## config.mk

```make
export PLATFORM = sky130hd
export DESIGN_NAME = motion_mask_stream
export DESIGN_NICKNAME = d
export VERILOG_FILES = /design/src/rtl/motion_mask_stream.sv
export SDC_FILE = /design/constraint.sdc
export NUM_CORES = 1
export LEC_CHECK = 0
export ABC_AREA = 1
export CAP_MARGIN = 20
export CORE_MARGIN = 2
export CORE_UTILIZATION = 49
export DETAILED_ROUTE_END_ITERATION = 8
export PLACE_DENSITY = 0.75
export SLEW_MARGIN = 20
export SYNTH_ARGS = -nofsm -noshare
export SYNTH_HDL_FRONTEND = slang
export SYNTH_SLANG_ARGS = --single-unit
```

## constraint.sdc

```tcl
create_clock -name clock -period 5.18 [get_ports clock]
set_input_delay 1.036 -clock clock [delete_from_list [all_inputs] [get_ports clock]]
set_output_delay 1.036 -clock clock [all_outputs]
set_load 0.02 [all_outputs]
```

## src/rtl/motion_mask_stream.sv

```systemverilog
// rtl/motion_mask_stream.sv - per-lane |y-x| > threshold mask stream with per-frame motion statistics
module motion_mask_stream #(
   parameter int PIX_WIDTH   = 8,
   parameter int LANES       = 4,
   parameter int FRAME_WORDS = 76800,
   parameter int THRESHOLD   = 50,
   parameter int MIN_PIXELS  = 64,
   parameter int CNT_WIDTH   = $clog2(FRAME_WORDS*LANES+1)
) (
   input  logic                         clock,
   input  logic                         reset,
   input  logic [PIX_WIDTH-1:0]         threshold,
   input  logic [PIX_WIDTH*LANES-1:0]   x_dout,
   input  logic                         x_empty,
   output logic                         x_rd_en,
   input  logic [PIX_WIDTH*LANES-1:0]   y_dout,
   input  logic                         y_empty,
   output logic                         y_rd_en,
   output logic [PIX_WIDTH*LANES-1:0]   z_din,
   input  logic                         z_full,
   output logic                         z_wr_en,
   output logic                         frame_done,
   output logic [CNT_WIDTH-1:0]         motion_count,
   output logic                         motion_detected
);
   localparam int DATA_WIDTH = PIX_WIDTH*LANES;
   localparam int WC_WIDTH   = $clog2(FRAME_WORDS);
   localparam logic [WC_WIDTH-1:0]  LAST_WORD = WC_WIDTH'(FRAME_WORDS-1);
   localparam logic [CNT_WIDTH-1:0] MIN_COUNT = CNT_WIDTH'(MIN_PIXELS);
   localparam logic [PIX_WIDTH-1:0] THR_RESET = PIX_WIDTH'(THRESHOLD);

   logic                  out_valid;
   logic [DATA_WIDTH-1:0] out_q;
   logic [WC_WIDTH-1:0]   word_cnt;
   logic [CNT_WIDTH-1:0]  accumulator;
   logic [PIX_WIDTH-1:0]  thr_q;

   logic                  pop;
   logic                  first_word;
   logic                  last_word;
   logic [PIX_WIDTH-1:0]  thr_use;
   logic [LANES-1:0]      hit;
   logic [DATA_WIDTH-1:0] mask;
   logic [CNT_WIDTH-1:0]  pc;
   logic [CNT_WIDTH-1:0]  acc_next;

   // Pop is allowed while the output slot drains in the same cycle, giving full rate.
   assign pop        = !x_empty && !y_empty && (!out_valid || !z_full);
   assign x_rd_en    = pop;
   assign y_rd_en    = pop;
   assign z_wr_en    = out_valid && !z_full;
   assign z_din      = out_valid ? out_q : '0;

   assign first_word = (word_cnt == '0);
   assign last_word  = (word_cnt == LAST_WORD);
   assign thr_use    = first_word ? threshold : thr_q;

   for (genvar i = 0; i < LANES; i++) begin : g_lane
      logic [PIX_WIDTH-1:0] px;
      logic [PIX_WIDTH-1:0] py;
      logic [PIX_WIDTH-1:0] diff;
      assign px   = x_dout[i*PIX_WIDTH +: PIX_WIDTH];
      assign py   = y_dout[i*PIX_WIDTH +: PIX_WIDTH];
      assign diff = (py >= px) ? (py - px) : (px - py);
      assign hit[i] = (diff > thr_use);
      assign mask[i*PIX_WIDTH +: PIX_WIDTH] = {PIX_WIDTH{hit[i]}};
   end

   always_comb begin
      pc = '0;
      for (int i = 0; i < LANES; i++) begin
         pc = pc + CNT_WIDTH'(hit[i]);
      end
      acc_next = (first_word ? '0 : accumulator) + pc;
   end

   always_ff @(posedge clock or posedge reset) begin
      if (reset) begin
         out_valid       <= 1'b0;
         out_q           <= '0;
         word_cnt        <= '0;
         accumulator     <= '0;
         thr_q           <= THR_RESET;
         frame_done      <= 1'b0;
         motion_count    <= '0;
         motion_detected <= 1'b0;
      end else begin
         frame_done <= pop && last_word;
         if (pop) begin
            out_q       <= mask;
            out_valid   <= 1'b1;
            word_cnt    <= last_word ? '0 : word_cnt + 1'b1;
            accumulator <= acc_next;
            if (first_word) begin
               thr_q <= threshold;
            end
            if (last_word) begin
               motion_count    <= acc_next;
               motion_detected <= (acc_next >= MIN_COUNT);
            end
         end else if (z_wr_en) begin
            out_valid <= 1'b0;
         end
      end
   end
endmodule

```

==> results.md <==
Worst setup path:
- The most critical setup path has its startpoint at x_dout[29].
- The slack of the worst reg-to-reg path is 0.20 ns.
- The worst setup path is launched from an input pin.
- The worst setup path is captured at a flop.
- The signal arrival time at the worst endpoint is 5.59 ns.
- The critical-path maximum fanout is 7.
- The delay of the slowest critical-path stage is 0.49 ns.
- The worst setup path is of the input pin to flop kind.
- On the critical path, the stage with the largest delay is an instance of sky130_fd_sc_hd__fa_1.
- The length in cells of the worst reg-to-reg path is 26.
- The capture point of the worst reg-to-reg path is motion_detected$_DFFE_PP0P_.
- The startpoint identified for the worst register-to-register timing path is word_cnt[0]$_DFFE_PP0P_.
- The most numerous cell type found on the critical path is sky130_fd_sc_hd__nand2_1.
- The data required time at the worst endpoint is 5.41 ns.

Placement:
- The number of port buffers is 132.
- The last weighted congestion value of the routability-driven placer is 0.8949.
- Summed over all nets, the half-perimeter wirelength after detailed placement is 14670 um.

Clock network:
- Hold repair after CTS inserted 0 buffers.
- The clock input transition at the sequential cells of the worst setup and hold paths is 0.05 ns.
- The number of H-tree levels is 3.
- Counting the buffers created by CTS gives 9.
- CTS placed an instance of sky130_fd_sc_hd__clkbuf_16 at the clock tree root.
- The clock net in this run drives a total of 70 sinks.
- For the worst-skew pair, the clock arrives at the later sink with an insertion delay of 0.34 ns.
- In this run the deepest clock path goes through 2 buffers.
- The CTS tree is yes.

Timing:
- The transition time of the tightest slew-check pin is 0.8325 ns.
- The setup slack after layout is -0.1836 ns.
- The worst clock skew on the final layout is 0.004533 ns.
- The number of failing hold endpoints at the final stage is 0.
- The final max-slew violation count came to 0.
- The final critical path time including I/O delays and setup is 5.364 ns.
- The final-report setup violation count is 8.
- The achievable frequency is 0.1864 GHz.
- Setup repair after global routing could not meet its margin everywhere.
- The worst max-slew margin expressed relative to the limit is 42.91%.
- Setup total negative slack on the finished layout was measured at -0.5654 ns.
- After layout, the worst path uses 103.5% of the clock period.

Min path:
- The terminating pin of the worst hold path is motion_count[11]$_DFFE_PP0P_.
- The class of the worst hold path is flop to flop.
- The hold path depth is 2.
- The source of the worst hold timing path is motion_count[11]$_DFFE_PP0P_.

Yosys:
- The commonest register cell after synthesis is sky130_fd_sc_hd__dfrtp_1.
- The number of library cell types mapped by synthesis is 40.
- The count of synthesis-stage warnings from yosys is 0.
- The share of async-settable or async-resettable flops after synthesis is 100.0%.
- Counting every instance in the synthesized netlist gives 996.
- In this run, synthesis inferred 0 flip-flops with an integrated enable.
- The synthesized netlist occupies a cell area of 7203 um^2.
- The mean cell area of the mapped netlist is 7.232 um^2.
- The number of nets in the synthesized netlist is 1179.
- The portion of the post-synthesis area used by sequential elements is 24.37%.
- Synthesis inferred 70 register bits.

GRT:
- The number of global-route vias before repair is 7498.
- For this run the aggregate overflow at the end of global routing stands at 0.
- The overall track demand over capacity in global routing is 24.98%.
- The global-route wire length before repair is 33290 um.
- The number of antenna violations at the first check in global routing is 0.
- Entering global routing, the biggest net connects 58 pins.

Cells and area:
- Summing all multi-input logic gate instances after layout gives 5463 um^2.
- Cells fill 76.61% of the core in the end.
- The total number of nets in the final design is 1465.
- The growth of design area from synthesis to finish is 53.41%.
- The number of antenna cells inserted is 0.
- Of the cells placed in the final design, the portion with a size suffix greater than 1 is 33.07%.
- The number of fillers in the final layout is 980.
- In the final layout, flip-flops and latches occupy 1755 um^2.

Floorplanning:
- The initialized floorplan defines 44 standard-cell rows.
- The die is 125.2 um tall.
- The area of the core is 14420 um^2.
- The die covers 15690 um^2.
- The die span in x is 125.2 um.
- 133 I/O pins were placed.
- The initial core utilization is 49.94%.

Outcome:
- The final reports fail on setup timing.
- The run finished, with violations left.

Detailed routing:
- The number of remaining DRC errors is 0.
- Dividing the detail-routed wire length by the instance count gives 14.40 um.
- For this block, the via count after detailed routing is 7656.
- After detailed routing, the total wire length is 21150 um.
- The DRC violation total after the first TritonRoute iteration is 484.
- The iteration count of the initial detailed-routing pass is 7.
- In the routed layout, each cell is associated on average with a via count of 5.212.
- The post-detailed-route count of antenna-violating nets is 0.

Pwr:
- The static power due to leakage is 5.439 nW.
- The power density normalized to cell area is 292.5 nW/um^2.
- IR analysis of the VDD net gives a maximum drop of 0.0001658 V.

Job:
- The reported max-cap violation count is 0.
==> cells in the mapped netlist, drive strengths merged, types with 12 or more instances <==
master,n,area [um^2]
inv,165,619.4
clkbuf,12,45.04
a21oi,55,275.3
xor2,25,219.0
dfrtp,67,1677
buf,34,259.0
o21ai,86,430.4
nand3,51,290.3
ha,95,1189
nor2,75,314.1
xnor2,18,157.7
nand4,13,87.58
mux2i,12,120.1
nand2,222,838.3
==> timing repair <==
item | CTS | global route
endpoints found under the hold margin | 0 | 0
endpoints found under the setup margin | 37 | 35
buffers inserted | 19 | 9
pin swaps | 94 | 55
gates resized for setup | 254 | 102
==> worst max path at each step <==
stage	end	slack, ns	cells after the start
global route	motion_detected$_DFFE_PP0P_	-0.41	32
floorplan	motion_detected$_DFFE_PP0P_	-0.20	27
finish	motion_detected$_DFFE_PP0P_	-0.18	33
detailed placement	motion_detected$_DFFE_PP0P_	-1.01	29
CTS	motion_detected$_DFFE_PP0P_	-0.08	32
global placement	motion_detected$_DFFE_PP0P_	-0.92	28
==> power breakdown <==
part	switching, W	internal (W)	leakage, nW
clock network	0.000218	0.000330	0.128
logic	0.00101	0.000912	4.42
registers	0.000103	0.000656	0.895
==> critical path: cells and delay by family <==
kind	cells	cell delay [ns]
buffers and inverters	6	0.58
adders and majority gates	5	1.83
and+or+nand+nor	19	1.84
xor gates and xnor gates	1	0.18
AOI/OAI and AO/OA	2	0.12
==> cells in the final DEF, fill, tap and decap left out, types with 5 or more instances in the layout <==
| cell type | instances |
|---|---|
| sky130_fd_sc_hd__nand3_2 | 13 |
| sky130_fd_sc_hd__mux2i_1 | 11 |
| sky130_fd_sc_hd__nor2_1 | 46 |
| sky130_fd_sc_hd__nand4_1 | 12 |
| sky130_fd_sc_hd__clkdlybuf4s15_1 | 10 |
| sky130_fd_sc_hd__nand2_1 | 194 |
| sky130_fd_sc_hd__buf_6 | 10 |
| sky130_fd_sc_hd__nor2_4 | 9 |
| sky130_fd_sc_hd__ha_1 | 59 |
| sky130_fd_sc_hd__clkdlybuf4s50_1 | 81 |
| sky130_fd_sc_hd__xnor2_1 | 17 |
| sky130_fd_sc_hd__dfrtp_1 | 67 |
| sky130_fd_sc_hd__o21ai_2 | 9 |
| sky130_fd_sc_hd__dlygate4sd2_1 | 20 |
| sky130_fd_sc_hd__inv_2 | 35 |
| sky130_fd_sc_hd__nor2_2 | 20 |
| sky130_fd_sc_hd__nand3_1 | 34 |
| sky130_fd_sc_hd__o21ai_0 | 48 |
| sky130_fd_sc_hd__nand2_2 | 25 |
| sky130_fd_sc_hd__inv_1 | 125 |
| sky130_fd_sc_hd__a21oi_2 | 9 |
| sky130_fd_sc_hd__nor3_1 | 6 |
| sky130_fd_sc_hd__ha_4 | 32 |
| sky130_fd_sc_hd__buf_2 | 10 |
| sky130_fd_sc_hd__a21o_1 | 5 |
| sky130_fd_sc_hd__buf_4 | 182 |
| sky130_fd_sc_hd__o21ai_1 | 27 |
| sky130_fd_sc_hd__clkbuf_16 | 9 |
| sky130_fd_sc_hd__a211oi_2 | 6 |
| sky130_fd_sc_hd__a21oi_1 | 42 |
| sky130_fd_sc_hd__fa_2 | 8 |
| sky130_fd_sc_hd__xor2_1 | 22 |
| sky130_fd_sc_hd__o221ai_1 | 9 |
==> sequential cells by signal, summed over array words and instances, names as in the netlist <==
register / flops
accumulator: 19
out_q: 4
frame_done: 1
thr_q: 8
out_valid: 1
motion_count: 19
word_cnt: 17
motion_detected: 1
==> per-layer routing <==
layer,vias up,wire [um],GRT usage [%]
met2,214,11330,46.90
met3,37,904,3.680
met4,0,379,6.144
li1,3774,-,-
met1,3631,8540,29.86
met5,-,0,0
==> final cells by class <==
cell class / count / area share [%]
Timing Repair Buffer: 321 / 24.47
Clock inverter: 2 / 0.09058
Tap cell: 184 / 2.083
Inverter: 167 / 5.808
Sequential cell: 70 / 15.89
Multi-Input combinational cell: 713 / 49.43
Clock buffer: 12 / 2.231
==> logic make-up after synthesis <==
kind of cell / share of synthesized area (%)
and+or+nand+nor: 22.46
buffers and inverters: 12.92
AOI/OAI and AO/OA: 13.64
adders and majority gates: 19.56
DFF: 24.37
xor gates and xnor gates: 5.228
muxes: 1.824
==> stage by stage <==
stage	instance area (um^2)	power, W	setup slack [ns]	hold slack, ns	cells
3_5_place_dp	9744	0.002324	-1.008	0.4661	1430
6_report	11050	0.003233	-0.1836	0.4771	1469
3_3_place_gp	9744	0.002270	-0.9194	0.4639	1430
2_1_floorplan	7276	0.001717	-0.2029	0.4490	996
4_1_cts	10670	0.003042	-0.07632	0.4810	1461
5_1_grt	11050	0.003447	-0.4052	0.4995	1469
Power figures use the tool's default switching activity.
